## config.mk

```make
export PLATFORM = sky130hd
export DESIGN_NAME = v_cmp_mask_packer
export DESIGN_NICKNAME = d
export VERILOG_FILES = /design/src/rtl/vmask_pkg.sv /design/src/rtl/v_cmp_lane_compress.sv /design/src/rtl/v_cmp_mask_packer_chk.sv /design/src/rtl/v_cmp_mask_packer.sv
export SDC_FILE = /design/constraint.sdc
export NUM_CORES = 1
export LEC_CHECK = 0
export ABC_AREA = 0
export BUFFER_PORTS_ARGS = -buffer_cell sky130_fd_sc_hd__buf_2
export CAP_MARGIN = 20
export CORE_UTILIZATION = 53
export CTS_CLUSTER_SIZE = 24
export DETAILED_ROUTE_END_ITERATION = 12
export HOLD_SLACK_MARGIN = 0.08
export PLACE_DENSITY = 0.75
export SYNTH_ARGS = -nofsm -noshare
export SYNTH_HDL_FRONTEND = slang
export SYNTH_SLANG_ARGS = --single-unit
```

## constraint.sdc

```tcl
create_clock -name clk -period 3.65 [get_ports clk]
set_clock_uncertainty 0.05 [all_clocks]
set_input_delay 0.5475 -clock clk [delete_from_list [all_inputs] [get_ports clk]]
set_output_delay 0.5475 -clock clk [all_outputs]
set_load 0.1 [all_outputs]
```

## src/rtl/vmask_pkg.sv

```systemverilog
// Shared definitions for the vector compare mask packer: opcodes, SEW codes,
// mask word width and small combinational helpers.
package vmask_pkg;

  typedef enum logic [2:0] {
    CMP_EQ = 3'd0,
    CMP_NE = 3'd1,
    CMP_LT = 3'd2,
    CMP_LE = 3'd3,
    CMP_GT = 3'd4,
    CMP_GE = 3'd5
  } cmp_op_e;

  localparam logic [1:0] SEW_8  = 2'd0;
  localparam logic [1:0] SEW_16 = 2'd1;
  localparam logic [1:0] SEW_32 = 2'd2;
  localparam logic [1:0] SEW_64 = 2'd3;

  localparam int MASK_WORD_W = 64;

  function automatic logic [3:0] elems_per_beat(input logic [1:0] sew);
    return 4'd8 >> sew;
  endfunction

  function automatic logic [6:0] popcount64(input logic [63:0] w);
    logic [6:0] cnt;
    cnt = 7'd0;
    for (int i = 0; i < 64; i++) begin
      cnt = cnt + {6'd0, w[i]};
    end
    return cnt;
  endfunction

endpackage

```

## src/rtl/v_cmp_lane_compress.sv

```systemverilog
// Applies the compare opcode to per-byte-lane flags and reduces them to one
// bit per element, taking the top lane of each SEW-wide element.
module v_cmp_lane_compress
  import vmask_pkg::*;
#(
  parameter int MASK_WIDTH = 8,
  parameter int SEW_WIDTH  = 2,
  parameter int OP_WIDTH   = 3,
  parameter int CNT_WIDTH  = 7
) (
  input  logic [SEW_WIDTH-1:0]  sew,
  input  logic [OP_WIDTH-1:0]   cmp_op,
  input  logic [MASK_WIDTH-1:0] equal,
  input  logic [MASK_WIDTH-1:0] lt,
  input  logic [MASK_WIDTH-1:0] gt,
  output logic [MASK_WIDTH-1:0] elem_o,
  output logic [CNT_WIDTH-1:0]  n_o
);

  logic [MASK_WIDTH-1:0] flag_s;

  // gt already includes equal, so strict GT must mask equal back out
  always_comb begin
    flag_s = '0;
    case (cmp_op)
      OP_WIDTH'(CMP_EQ): flag_s = equal;
      OP_WIDTH'(CMP_NE): flag_s = ~equal;
      OP_WIDTH'(CMP_LT): flag_s = lt;
      OP_WIDTH'(CMP_LE): flag_s = lt | equal;
      OP_WIDTH'(CMP_GT): flag_s = gt & ~equal;
      OP_WIDTH'(CMP_GE): flag_s = gt;
      default:           flag_s = '0;
    endcase
  end

  always_comb begin
    elem_o = '0;
    case (sew)
      SEW_WIDTH'(SEW_8): begin
        for (int k = 0; k < MASK_WIDTH; k++) elem_o[k] = flag_s[k];
      end
      SEW_WIDTH'(SEW_16): begin
        for (int k = 0; k < MASK_WIDTH / 2; k++) elem_o[k] = flag_s[2*k+1];
      end
      SEW_WIDTH'(SEW_32): begin
        for (int k = 0; k < MASK_WIDTH / 4; k++) elem_o[k] = flag_s[4*k+3];
      end
      SEW_WIDTH'(SEW_64): begin
        for (int k = 0; k < MASK_WIDTH / 8; k++) elem_o[k] = flag_s[8*k+7];
      end
      default: elem_o = '0;
    endcase
  end

  assign n_o = CNT_WIDTH'(elems_per_beat(2'(sew)));

endmodule

```

## src/rtl/v_cmp_mask_packer_chk.sv

```systemverilog
// Simulation checker: SEW must not change partway through a mask word.
module v_cmp_mask_packer_chk #(
  parameter int SEW_WIDTH = 2,
  parameter int CNT_WIDTH = 7
) (
  input logic                 clk,
  input logic                 rst,
  input logic                 accept,
  input logic [SEW_WIDTH-1:0] sew,
  input logic [CNT_WIDTH-1:0] ptr
);

  logic [SEW_WIDTH-1:0] last_sew_q;

  always_ff @(posedge clk or negedge rst) begin
    if (!rst) begin
      last_sew_q <= '0;
    end else if (accept) begin
      last_sew_q <= sew;
    end
  end

  sew_stable_a : assert property (@(posedge clk) disable iff (!rst)
    (accept && ptr != '0) |-> (sew == last_sew_q));

endmodule

```

## src/rtl/v_cmp_mask_packer.sv

```systemverilog
// Packs per-element compare results into 64-bit mask words with a
// valid/ready output register. Define VMASK_POPCOUNT_EN to register a popcount.
module v_cmp_mask_packer
  import vmask_pkg::*;
#(
  parameter int MASK_WIDTH = 8,
  parameter int SEW_WIDTH  = 2,
  parameter int OP_WIDTH   = 3,
  parameter int WORD_WIDTH = MASK_WORD_W,
  parameter int CNT_WIDTH  = 7
) (
  input  logic                  clk,
  input  logic                  rst,
  input  logic                  in_valid,
  output logic                  in_ready,
  input  logic                  in_last,
  input  logic [SEW_WIDTH-1:0]  sew,
  input  logic [OP_WIDTH-1:0]   cmp_op,
  input  logic [MASK_WIDTH-1:0] equal,
  input  logic [MASK_WIDTH-1:0] lt,
  input  logic [MASK_WIDTH-1:0] gt,
  output logic                  out_valid,
  input  logic                  out_ready,
  output logic [WORD_WIDTH-1:0] out_mask,
  output logic [CNT_WIDTH-1:0]  out_bits,
  output logic [CNT_WIDTH-1:0]  out_popc
);

  logic [MASK_WIDTH-1:0] elem_s;
  logic [CNT_WIDTH-1:0]  n_s;
  logic [CNT_WIDTH-1:0]  end_s;
  logic [WORD_WIDTH-1:0] merged_s;
  logic [WORD_WIDTH-1:0] keep_s;
  logic                  accept_s;
  logic                  close_s;

  logic [WORD_WIDTH-1:0] acc_q, acc_d;
  logic [CNT_WIDTH-1:0]  ptr_q, ptr_d;
  logic                  out_valid_q, out_valid_d;
  logic [WORD_WIDTH-1:0] out_mask_q, out_mask_d;
  logic [CNT_WIDTH-1:0]  out_bits_q, out_bits_d;
  logic [CNT_WIDTH-1:0]  out_popc_q, out_popc_d;

  v_cmp_lane_compress #(
    .MASK_WIDTH(MASK_WIDTH),
    .SEW_WIDTH (SEW_WIDTH),
    .OP_WIDTH  (OP_WIDTH),
    .CNT_WIDTH (CNT_WIDTH)
  ) u_compress (
    .sew   (sew),
    .cmp_op(cmp_op),
    .equal (equal),
    .lt    (lt),
    .gt    (gt),
    .elem_o(elem_s),
    .n_o   (n_s)
  );

  assign in_ready = ~out_valid_q | out_ready;
  assign accept_s = in_valid & in_ready;
  assign end_s    = ptr_q + n_s;
  assign close_s  = accept_s & ((end_s == CNT_WIDTH'(WORD_WIDTH)) | in_last);
  assign merged_s = acc_q | (WORD_WIDTH'(elem_s) << ptr_q);

  // keep_s clears every bit at or above the end of the closing word
  always_comb begin
    if (end_s >= CNT_WIDTH'(WORD_WIDTH)) begin
      keep_s = '1;
    end else begin
      keep_s = (WORD_WIDTH'(1) << end_s) - WORD_WIDTH'(1);
    end
  end

  always_comb begin
    acc_d       = acc_q;
    ptr_d       = ptr_q;
    out_valid_d = out_valid_q;
    out_mask_d  = out_mask_q;
    out_bits_d  = out_bits_q;
    out_popc_d  = out_popc_q;
    if (accept_s) begin
      if (close_s) begin
        acc_d = '0;
        ptr_d = '0;
      end else begin
        acc_d = merged_s;
        ptr_d = end_s;
      end
    end else begin
      acc_d = acc_q;
      ptr_d = ptr_q;
    end
    if (close_s) begin
      out_valid_d = 1'b1;
      out_mask_d  = merged_s & keep_s;
      out_bits_d  = end_s;
`ifdef VMASK_POPCOUNT_EN
      out_popc_d  = CNT_WIDTH'(popcount64(64'(merged_s & keep_s)));
`else
      out_popc_d  = '0;
`endif
    end else if (out_valid_q && out_ready) begin
      out_valid_d = 1'b0;
    end else begin
      out_valid_d = out_valid_q;
    end
  end

  always_ff @(posedge clk or negedge rst) begin
    if (!rst) begin
      acc_q       <= '0;
      ptr_q       <= '0;
      out_valid_q <= 1'b0;
      out_mask_q  <= '0;
      out_bits_q  <= '0;
      out_popc_q  <= '0;
    end else begin
      acc_q       <= acc_d;
      ptr_q       <= ptr_d;
      out_valid_q <= out_valid_d;
      out_mask_q  <= out_mask_d;
      out_bits_q  <= out_bits_d;
      out_popc_q  <= out_popc_d;
    end
  end

  assign out_valid = out_valid_q;
  assign out_mask  = out_mask_q;
  assign out_bits  = out_bits_q;
  assign out_popc  = out_popc_q;

  v_cmp_mask_packer_chk #(
    .SEW_WIDTH(SEW_WIDTH),
    .CNT_WIDTH(CNT_WIDTH)
  ) u_chk (
    .clk   (clk),
    .rst   (rst),
    .accept(accept_s),
    .sew   (sew),
    .ptr   (ptr_q)
  );

endmodule
```

==> metrics.csv <==
metric,value,unit
WL/cell,22.5,um
Synth async-reset ratio,1.00,
sw power,4.92,mW
All-Layer GR Usage,0.402,
clock slew at reported path FFs,70,ps
largest family of logic cells by synthesized area,compound AO/OA/AOI/OAI gates,
via count,10100,
Die ar.,18000,um2
CP top delay family,simple AND/OR/NAND/NOR gates,
clock sink count,143,
worst hold path class,in -> async,
Die X,134,um
post-synth top area share,0.386,
#FFs+latches synth,143,
DRC,0,
post-synth top area cell,dfrtp_1,
top post-synthesis cells by area,"dfrtp_1 (39%), a21oi_1 (8.1%), nor2_1 (5.5%)",
number of buffers and inverters on the critical path,3,
worst slew pin tran,934,ps
"non-filler cells, final",1571,
IO buf count,106,
TritonCTS Buffers,17,
worst path cell trace,"buf_2, buf_12, nor2b_4, xnor2_2, ha_4, nand2_1, o211ai_4, nand4_1, mux2_4, and2_4, nor2_4, nand3_2, ha_4, buf_4, or4_1, a21oi_1, a211oi_1, o31ai_1",
Row Count,47,
CTS Root Cell,clkbuf_16,
Final WS setup,193,ps
CP max FO,11,
final WL,35400,um
Logic pwr share,0.584,
Ports,114,
"Primary FF master, synth",dfrtp_1,
Max Slew Vio Count,0,
post-layout util,0.703,
Clock Latency Late Sink,430,ps
Yosys cell types,90,
storage element area,3580,um2
starting density of the core,0.551,
Reg power frac,0.221,
maximum vdd drop,0.883,mV
post-cts resize count,0,
Die H,134,um
initial antenna violation count,0,
Setup crit start,sew[0],
Post-DP HPWL,26900,um
Vias/cell,6.43,
Area after DPL,11200,um2
period utilization,0.947,
first-pass GRT wire length,54400,um
initial DRC count,1217,
mux cell area share after synthesis,0.0119,
power share of the clock group,0.194,
Hold Buf Count CTS,0,
RR Startpoint,ptr_q[0],
pre-CTS WS,-202,ps
filler cell count,1367,
Post-DRT Antenna Nets,0,
area of the core,16800,um2
layout cells sized above 1,0.281,
cell mode on critical path,ha_4,
Final Setup Violations,0,
gpl congestion,1.06,
"Slowest-stage cell, CP",or4_1,
Syn Inst Count,1122,
CTS max path bufs,2,
complex-gate fraction of the synthesized area,0.298,
LEAKAGE,5.36,nW
maximum number of pins on one net before global-route repair,71,
Post-CTS Setup Inserts,0,
CTS tree,built,
DP Cell Count,1538,
total grt overflow,0,
CP endpoint kind,register,
Critical Path AT,3730,ps
Final #Nets,1375,
final hold violations,0,
crit start category,primary input,
Max stage delay on crit path,500,ps
Post-synth EDFFs,0,
vias in the first global route,9482,
Detailed Routing Iterations Pass 1,6,
PwrDens,791,nW/um2
unrepaired setup endpoints after global routing,no,
Fmax,289,MHz
post-route cell area,11800,um2
Int Power,4.44,mW
syn_area_per_cell,8.25,um2
Final Critical Period,3460,ps
number of max-cap violations,0,
switching part of the total,0.526,
Layout Area Growth over Synthesis,27.7,%
Yosys warning count,0,
Slew headroom,0.372,
xor-xnor portion of the synthesized cell area,0.0293,
area of the multi-input gates,5350,um2
outcome,completed,
Simple-Gate Fraction of Synth Area,0.215,
sequential area share after synthesis,0.386,
"Cell Area, Synth",9260,um2
H-Tree Depth,4,
Adder-Cell Fraction of Synth Area,0.00541,
flop-to-flop setup slack,240,ps
Crit Path Category,in -> reg,
WP data required,3930,ps
[layout by cell type (no fill, tap or decap), types with 10 or more instances in the layout]
master / count
a31oi_1: 17
xnor2_1: 10
buf_4: 168
nand2_1: 133
nand2b_1: 16
a21oi_1: 148
buf_2: 105
dfrtp_1: 143
o22ai_1: 13
xor2_1: 15
a221oi_1: 10
a21o_1: 12
inv_1: 11
nand3_1: 21
and2_1: 12
nor3_1: 37
a211oi_1: 17
nor2b_1: 12
nor2_1: 132
o31ai_1: 23
o21ai_0: 61
clkbuf_16: 17
nand4_1: 10
[flip-flops by register name (all words and copies together) (netlist names)]
signal     cells
acc_q         64
out_bits       7
out_mask      64
out_valid      1
ptr_q          7
[cells in the mapped netlist, types with 15 or more instances]
cell type and number:
a21oi_1 150, dfrtp_1 143, nor2_1 135, nand2_1 134
o21ai_0 62, clkbuf_1 51, nor3_1 37, o31ai_1 23
nand3_1 22, buf_2 20, a211oi_1 17, a31oi_1 17
nand2b_1 16, xor2_1 15
[metrics by stage]
stage	hold slack [ps]	total power, mW	setup TNS, ps
CTS	94.1	9.22	0
global placement	397	7.37	-1260
global route	133	9.66	0
finish	70.0	9.35	0
floorplan	202	5.67	-48.0
detailed placement	410	7.40	-2270
[worst paths after layout]
kind	to	cells after the start
max in group asynchronous	acc_q[12]	2
max reg2reg	out_mask[54]	15
min	out_mask[0]	1
min reg2reg	out_mask[15]	2
min in group clk	out_valid	3
max	out_mask[4]	18
[per-layer routing]
metal / part of all wire / global-route usage / up-vias
li1: - / - / 4520
met1: 0.43 / 0.577 / 4826
met2: 0.42 / 0.583 / 638
met3: 0.11 / 0.0831 / 118
met4: 0.047 / 0.185 / 0
met5: 0 / 0 / -
[kinds of logic after synthesis]
| group | count (synthesis) |
|---|---|
| other | 1 |
| AOI/OAI and AO/OA | 407 |
| buffers and inverters | 106 |
| adders and majority gates | 4 |
| muxes | 9 |
| xor gates and xnor gates | 28 |
| DFF | 143 |
| and+or+nand+nor | 424 |
[power groups by stage]
stage	Combinational, mW	Sequential [mW]	Clock (mW)
after global placement	5.29	2.08	0
after CTS	5.35	2.06	1.81
after global routing	5.69	2.09	1.88
final	5.47	2.07	1.82
after detailed placement	5.31	2.08	0
after floorplan	2.10	3.56	0
[cell type report]
class	count	area share
antenna	1	0.000212
multi-input combinational	879	0.452
clock buffer	17	0.0360
inverter	14	0.00529
sequential	143	0.303
timing repair buffer	282	0.166
clock inverter	15	0.0146
tap	220	0.0233
(Power assumes the default switching activity.)
